## src/rtl/pipeline_hazard_ctrl.sv

```systemverilog
// -----------------------------------------------------------------------------
// pipeline_hazard_ctrl
//
// Central stall/bubble generator for the five-stage MIPS pipeline.
//  - Detects load-use hazards between D and E and inserts one E bubble while
//    holding F and D.
//  - Freezes F/D/E/M and bubbles W while an M-stage data-memory access is not
//    ready (memory wait has priority over load-use).
//  - Tracks consecutive memory-wait cycles and raises a sticky mem_timeout
//    once WAIT_LIMIT consecutive wait cycles have elapsed.
//  - Optional stall/load-use performance counters, built only when the macro
//    PIPE_HAZARD_PERF_EN is defined.
//
// Parameters:
//   WAIT_LIMIT         consecutive wait cycles that raise mem_timeout (1..65535)
//
// Ports:
//   clk                clock, rising edge
//   resetn             asynchronous reset, active low
//   d_rs, d_rt         [4:0] source registers of the D instruction
//   d_use_rs, d_use_rt D instruction reads rs / rt
//   e_rn               [4:0] destination register of the E instruction
//   e_wreg, e_m2reg    E instruction writes a register / is a load
//   m_mem_req          M stage performs a data-memory access
//   mem_ready          data memory completes the access this cycle
//   f/d/e/m_stall      hold the F/D/E/M pipeline registers
//   d/e/m/w_bubble     load the bubble value into D/E/M/W pipeline registers
//   mem_timeout        sticky: a memory wait reached WAIT_LIMIT cycles
//   perf_stall_cycles  [31:0] cycles with f_stall high   (PIPE_HAZARD_PERF_EN)
//   perf_loaduse       [31:0] load-use bubbles inserted  (PIPE_HAZARD_PERF_EN)
// -----------------------------------------------------------------------------
module pipeline_hazard_ctrl #(
  parameter int unsigned WAIT_LIMIT = 255
) (
  input  logic        clk,
  input  logic        resetn,
  input  logic [4:0]  d_rs,
  input  logic [4:0]  d_rt,
  input  logic        d_use_rs,
  input  logic        d_use_rt,
  input  logic [4:0]  e_rn,
  input  logic        e_wreg,
  input  logic        e_m2reg,
  input  logic        m_mem_req,
  input  logic        mem_ready,
  output logic        f_stall,
  output logic        d_stall,
  output logic        e_stall,
  output logic        m_stall,
  output logic        d_bubble,
  output logic        e_bubble,
  output logic        m_bubble,
  output logic        w_bubble,
`ifdef PIPE_HAZARD_PERF_EN
  output logic [31:0] perf_stall_cycles,
  output logic [31:0] perf_loaduse,
`endif
  output logic        mem_timeout
);

  localparam int CNT_W = $clog2(WAIT_LIMIT + 1);
  localparam logic [CNT_W-1:0] LIMIT_C = CNT_W'(WAIT_LIMIT);

  typedef enum logic {
    ST_RUN  = 1'b0,
    ST_WAIT = 1'b1
  } state_t;

  logic lu_hazard;
  logic mem_wait;

  state_t           state_reg,   state_next;
  logic [CNT_W-1:0] wait_cnt_reg, wait_cnt_next;
  logic             timeout_reg, timeout_next;

  // Register 0 is hard-wired, so a load targeting it never creates a hazard.
  assign lu_hazard = e_wreg & e_m2reg & (e_rn != 5'd0) &
                     ((d_use_rs & (e_rn == d_rs)) | (d_use_rt & (e_rn == d_rt)));
  assign mem_wait  = m_mem_req & ~mem_ready;

  // Reserved for the exception/branch-flush extension.
  assign d_bubble = 1'b0;
  assign m_bubble = 1'b0;

  // Pure function of the inputs: memory wait dominates; a load-use hazard
  // seen during a wait is simply re-evaluated after release since D/E hold.
  always_comb begin
    f_stall  = 1'b0;
    d_stall  = 1'b0;
    e_stall  = 1'b0;
    m_stall  = 1'b0;
    e_bubble = 1'b0;
    w_bubble = 1'b0;
    if (mem_wait) begin
      f_stall  = 1'b1;
      d_stall  = 1'b1;
      e_stall  = 1'b1;
      m_stall  = 1'b1;
      w_bubble = 1'b1;
    end else if (lu_hazard) begin
      f_stall  = 1'b1;
      d_stall  = 1'b1;
      e_bubble = 1'b1;
    end
  end

  // Wait-tracking FSM next state.
  always_comb begin
    state_next    = state_reg;
    wait_cnt_next = wait_cnt_reg;
    timeout_next  = timeout_reg;
    case (state_reg)
      ST_RUN: begin
        if (mem_wait) begin
          state_next    = ST_WAIT;
          wait_cnt_next = CNT_W'(1);
        end
      end
      ST_WAIT: begin
        if (mem_wait) begin
          if (wait_cnt_reg != LIMIT_C) begin
            wait_cnt_next = wait_cnt_reg + CNT_W'(1);
          end
        end else begin
          state_next    = ST_RUN;
          wait_cnt_next = '0;
        end
      end
      default: begin
        state_next    = ST_RUN;
        wait_cnt_next = '0;
      end
    endcase
    // Set on the edge where the count reaches the limit (covers WAIT_LIMIT=1,
    // where the very first wait cycle already hits it).
    if (mem_wait && (wait_cnt_next == LIMIT_C)) begin
      timeout_next = 1'b1;
    end
  end

  always_ff @(posedge clk or negedge resetn) begin
    if (!resetn) begin
      state_reg    <= ST_RUN;
      wait_cnt_reg <= '0;
      timeout_reg  <= 1'b0;
    end else begin
      state_reg    <= state_next;
      wait_cnt_reg <= wait_cnt_next;
      timeout_reg  <= timeout_next;
    end
  end

  assign mem_timeout = timeout_reg;

`ifdef PIPE_HAZARD_PERF_EN
  logic [31:0] stall_cnt_reg;
  logic [31:0] loaduse_cnt_reg;

  // Both counters saturate rather than wrap.
  always_ff @(posedge clk or negedge resetn) begin
    if (!resetn) begin
      stall_cnt_reg   <= '0;
      loaduse_cnt_reg <= '0;
    end else begin
      if (f_stall && (stall_cnt_reg != 32'hFFFF_FFFF)) begin
        stall_cnt_reg <= stall_cnt_reg + 32'd1;
      end
      if (e_bubble && (loaduse_cnt_reg != 32'hFFFF_FFFF)) begin
        loaduse_cnt_reg <= loaduse_cnt_reg + 32'd1;
      end
    end
  end

  assign perf_stall_cycles = stall_cnt_reg;
  assign perf_loaduse      = loaduse_cnt_reg;
`endif

endmodule

```

## config.mk

```make
export PLATFORM = sky130hd
export DESIGN_NAME = pipeline_hazard_ctrl
export DESIGN_NICKNAME = d
export VERILOG_FILES = /design/src/rtl/pipeline_hazard_ctrl.sv
export SDC_FILE = /design/constraint.sdc
export NUM_CORES = 1
export LEC_CHECK = 0
export ABC_AREA = 1
export CORE_MARGIN = 2
export CORE_UTILIZATION = 39
export CTS_CLUSTER_DIAMETER = 100
export DETAILED_ROUTE_END_ITERATION = 8
export PLACE_DENSITY = 0.74
export SKIP_CTS_REPAIR_TIMING = 1
export SLEW_MARGIN = 40
export SYNTH_ARGS = -nofsm -noshare
export SYNTH_HDL_FRONTEND = slang
export SYNTH_SLANG_ARGS = --single-unit
export TNS_END_PERCENT = 1
```

## constraint.sdc

```tcl
create_clock -name clk -period 1.4 [get_ports clk]
set_input_delay 0.21 -clock clk [delete_from_list [all_inputs] [get_ports clk]]
set_output_delay 0.21 -clock clk [all_outputs]
set_load 0.01 [all_outputs]
```

== After elaboration in Yosys (flattened, before gate mapping) ==
Index checks and enable logic that the tools add are counted.
Storage, ports and cells
  register bits after elaboration: 10
  bits of input ports: 23
  output and inout bits: 9
  logic and storage cells: 27
Cells by class
  add/sub/neg operators: 1
  eq/ne operators: 4
  multiplexer cells: 8
  bitwise logic cells: 9
  reduce and logical (&&, ||, !) cells: 2
Operators by type and width (number)
  2-to-1 mux 8 bit: 3
  one-hot mux 8 bit (2 select lines): 1
  equality test 5 bit: 2
  adder 8 x 1 -> 8 bit, second input constant: 1
  equality test 8 bit, second input constant: 1
  inequality test 8 bit, second input constant: 1
  AND 1 bit: 6
  nonzero test 5 bit: 1
  2-to-1 mux 1 bit: 4
  NOT 1 bit: 2
  logical AND 1 bit: 1
  bitwise OR 1 bit: 1

== Longest topological paths before layout ==
  depth in word-level cells: 6
  mapped depth: 12
  depth with buffers taken out: 11

== Worst setup path after synthesis ==
OpenSTA, ideal clock, no wires.
  path kind: register to register
  start: register wait_cnt_reg[1]
  end: register timeout_reg, in the netlist mem_timeout
  library setup time: 65 ps
  arrival: 1351 ps
  data required time: 1335 ps
  setup slack: -16 ps
  cell stages (with the launch flop): 10
  buffers on the path: 0
  cells stage by stage: dfrtp_1 -> ha_1 -> nand2_1 -> nor2_4 -> nand2_4 -> a21oi_1 -> nand3_2 -> nor2_1 -> nand2_1 -> nand2_1
On the way
  word-level cells in the longest chain between the ends: 6
  elaborated cells on any way between the ends: 8
  those cells by class: add/sub: 1; eq/ne: 2; mux: 4; reduce/logical: 1
RTL lines
  start, declared: line 73  | logic [CNT_W-1:0] wait_cnt_reg, wait_cnt_next;
  start signal, assigned: line 148  | wait_cnt_reg <= wait_cnt_next;
  adder 8 x 1 -> 8 bit or inequality test 8 bit (tied branches): line 122, 121
  2-to-1 mux 8 bit: line 121  | if (wait_cnt_reg != LIMIT_C) begin
  2-to-1 mux 8 bit: line 120  | if (mem_wait) begin
  one-hot mux 8 bit (2 select lines) (*): line 112  | case (state_reg)
  equality test 8 bit (*): line 136  | if (mem_wait && (wait_cnt_next == LIMIT_C)) begin
  logical AND 1 bit (*): line 136
  end signal, assigned: line 149  | timeout_reg <= timeout_next;
  end, declared: line 74  | logic timeout_reg, timeout_next;
Every way passes the cells marked *; elsewhere a longest branch is shown, timed or not.
A chain may end at the register's enable or synchronous reset.

== Final worst setup path ==
  start: input port d_rt[4]
  end: output port e_bubble
On the way
  word-level cells in the longest chain between the ends: 6
RTL lines
  start, declared: line 38  | input logic [4:0] d_rt,
  equality test 5 bit: line 78  | ((d_use_rs & (e_rn == d_rs)) | (d_use_rt & (e_rn == d_rt)));
  AND 1 bit: line 78
  bitwise OR 1 bit: line 78
  AND 1 bit: line 77  | assign lu_hazard = e_wreg & e_m2reg & (e_rn != 5'd0) &
  2-to-1 mux 1 bit: line 100  | end else if (lu_hazard) begin
  2-to-1 mux 1 bit: line 94  | if (mem_wait) begin
  end, declared: line 51  | output logic e_bubble,
No other way between the ends.

==> results_dict.tcl <==
set metrics [dict create \
    syn_avg_cell_area_um2 6.718 \
    hold_viol 0 \
    pwr-share-comb_pct 29.9 \
    critPathMaxStageDelay_ns 0.41 \
    worstPathArrival_ns 1.38 \
    cts.sinks 10 \
    final_util_pct 63.38 \
    seq_area_frac_synth_pct 28.65 \
    crit_fanout 2 \
    p_sw_uw 222.8 \
    finalWorstSetupSlack_ns -0.1880 \
    vias 986 \
    synth_cells 130 \
    startpoint_type "input pin" \
    pwr-share-seq_pct 38.0 \
    synth_top_family_by_area "simple AND/OR/NAND/NOR gates" \
    rr_endpoint "mem_timeout" \
    core_area_um2 2170 \
    cts_tree "done" \
    grt_overflow 0 \
    drc 0 \
    slowest_stage "clkdlybuf4s50_1" \
    hold_slack_ns 0.2425 \
    internal-power_uw 590.8 \
    gp_congestion 0.8599 \
    grt_pass1_wl_mm 3.836 \
    synth.distinct_cells 25 \
    synth_area_um2 873.3 \
    rr_startpoint "wait_cnt_reg[0]" \
    netlist.top_cell.by_area "dfrtp_1" \
    place_hpwl_mm 1.877 \
    crit_top_cell "nor2_1" \
    finalSetupViolations 5 \
    num_antenna_cells 0 \
    synth_area_leaders "dfrtp_1 (29%), nand2_1 (13%), inv_1 (8.6%)" \
    grtUsageTotal_pct 19.50 \
    wl_mm 2.441 \
    cts.clk_slew.worst_paths_ns 0.06 \
    ys_ff_latch 10 \
    cp-end-kind "output pin" \
    placed_cells 197 \
    rsz0062_at_grt "true" \
    worstPathCellList "clkdlybuf4s50_1 > xor2_1 > nor2_1 > nand3_1 > a21o_1 > nor2_1 > buf_2" \
    num_rows 17 \
    synthMuxAreaShare_pct 0 \
    fin_skew_ns 0.001073 \
    initial_core_util_pct 40.25 \
    mostFrequentLayoutCell "nand2_1" \
    layout.cells.non_filler 201 \
    cp.required_ns 1.19 \
    min_period_ns 1.588 \
    dieWidth_um 51.32 \
    portBuffers 29 \
    crit_type "in -> out" \
    synth_xor_area_share_pct 5.014 \
    period_share_pct 113.4 \
    detail_route.vias_per_cell 4.905 \
    synth_top_area_share_pct 28.65 \
    drtIter0Drc 28 \
    reg2reg_slack_ns -0.13 \
    grt_pass1_vias 939 \
    cts-root-buf "clkbuf_4" \
    wl_per_cell_um 12.14 \
    fin_nets 198 \
    grt_max_degree 11 \
    worst_r2r_path_depth 9 \
    irDropWorstVdd_mv 0.5009 \
    ios 32 \
    status "finished with violations" \
    syn_to_final_growth_pct 57.45 \
    fmaxAchievable_mhz 629.7 \
    die-area_um2 2634 \
    clk_path_buf_depth 2 \
    synthAdderAreaFrac_pct 1.433 \
    cap_violations 0 \
    violations "setup timing" \
    p_leak_uw 0.0007895 \
    largest_reg_flops 8 \
    crit_start "d_rt[4]" \
    clkPwrFrac_pct 32.1 \
    firstDrtPassIters 4 \
    antenna_found_initial 0 \
    switching_share_pct 27.38 \
    synth_simple_gate_area_share_pct 40.83 \
    synth_compound_area_share_pct 9.885 \
    numCtsBuffers 3 \
    drv_slew 0 \
    final_cell_mix "nand2_1 (29), inv_1 (19), dlymetal6s2s_1 (16)" \
    ant_nets 0 \
    crit_end "e_bubble" \
    drive_gt1_share_pct 24.86 \
    yosysWarnings 0 \
    powerDensity_nw_per_um2 591.7 \
    htreeDepth 1 \
    hold_path.class "in -> async" \
    die_h_um 51.32 \
    clk_latency_ns 0.27 \
]
==> layout make-up <==
type	count	area, µm²
fill	189	794.5
tap	28	35.03
timing repair buffer	44	427.9
sequential	10	250.2
clock buffer	4	36.28
inverter	20	75.07
multi-input combinational	95	550.5
==> Yosys cell counts (all sizes together) <==
cell    instances
a211oi          1
buf             6
a21oi           7
xnor2           1
ha              1
nand3          14
conb            1
o21ai           3
xor2            4
o22ai           1
or2             2
nand4           4
nand2          34
inv            20
dfrtp          10
nor2           17
o21bai          1
a21o            1
nor3            2
==> critical path, delay by kind of cell <==
family,cells,cell delay (ns)
simple gates,3,0.28
buf+inv,2,0.54
xor+xnor,1,0.14
compound gates,1,0.19
==> metal layers <==
layer / track usage [%] / share of wire, % / vias to the layer above
li1: - / - / 491
met1: 21.56 / 40 / 448
met2: 36.36 / 49 / 38
met3: 2.339 / 7.0 / 9
met4: 9.649 / 3.2 / 0
met5: 0 / 0 / -
==> how the worst min path moves through the flow <==
stage,from,end,slack (ns),cells after the start
floorplan,resetn,mem_timeout,-0.09,0
global placement,mem_timeout,mem_timeout,0.45,2
detailed placement,mem_timeout,mem_timeout,0.46,2
CTS,resetn,wait_cnt_reg[3],0.26,1
global route,resetn,wait_cnt_reg[3],0.30,1
finish,resetn,mem_timeout,0.24,1
==> power by group through the flow <==
stage	logic, µW	clock network (µW)	registers, µW
2_1_floorplan	96.2	0	312
3_3_place_gp	229	0	310
3_5_place_dp	235	0	311
4_1_cts	237	270	305
5_1_grt	265	276	310
6_report	243	261	309
==> cells by family after synthesis <==
| logic type | after synthesis |
|---|---|
| DFF | 10 |
| xor gates and xnor gates | 5 |
| other | 1 |
| adders and majority gates | 1 |
| AOI/OAI and AO/OA | 14 |
| and+or+nand+nor | 73 |
| buffers and inverters | 26 |
==> metrics by stage <==
| step | TNS (ns) | total power [µW] | instance area [µm²] | setup slack (ns) |
|---|---|---|---|---|
| after CTS | -3.474 | 811.8 | 1309 | -0.8156 |
| after detailed placement | -4.754 | 546.2 | 1272 | -0.8098 |
| after global placement | -4.601 | 538.9 | 1272 | -0.7826 |
| final | -0.6607 | 813.6 | 1375 | -0.1880 |
| after floorplan | -0.002821 | 408.4 | 879.6 | -0.002821 |
| after global routing | -1.323 | 850.3 | 1375 | -0.2888 |
Power figures use the tool's default switching activity.
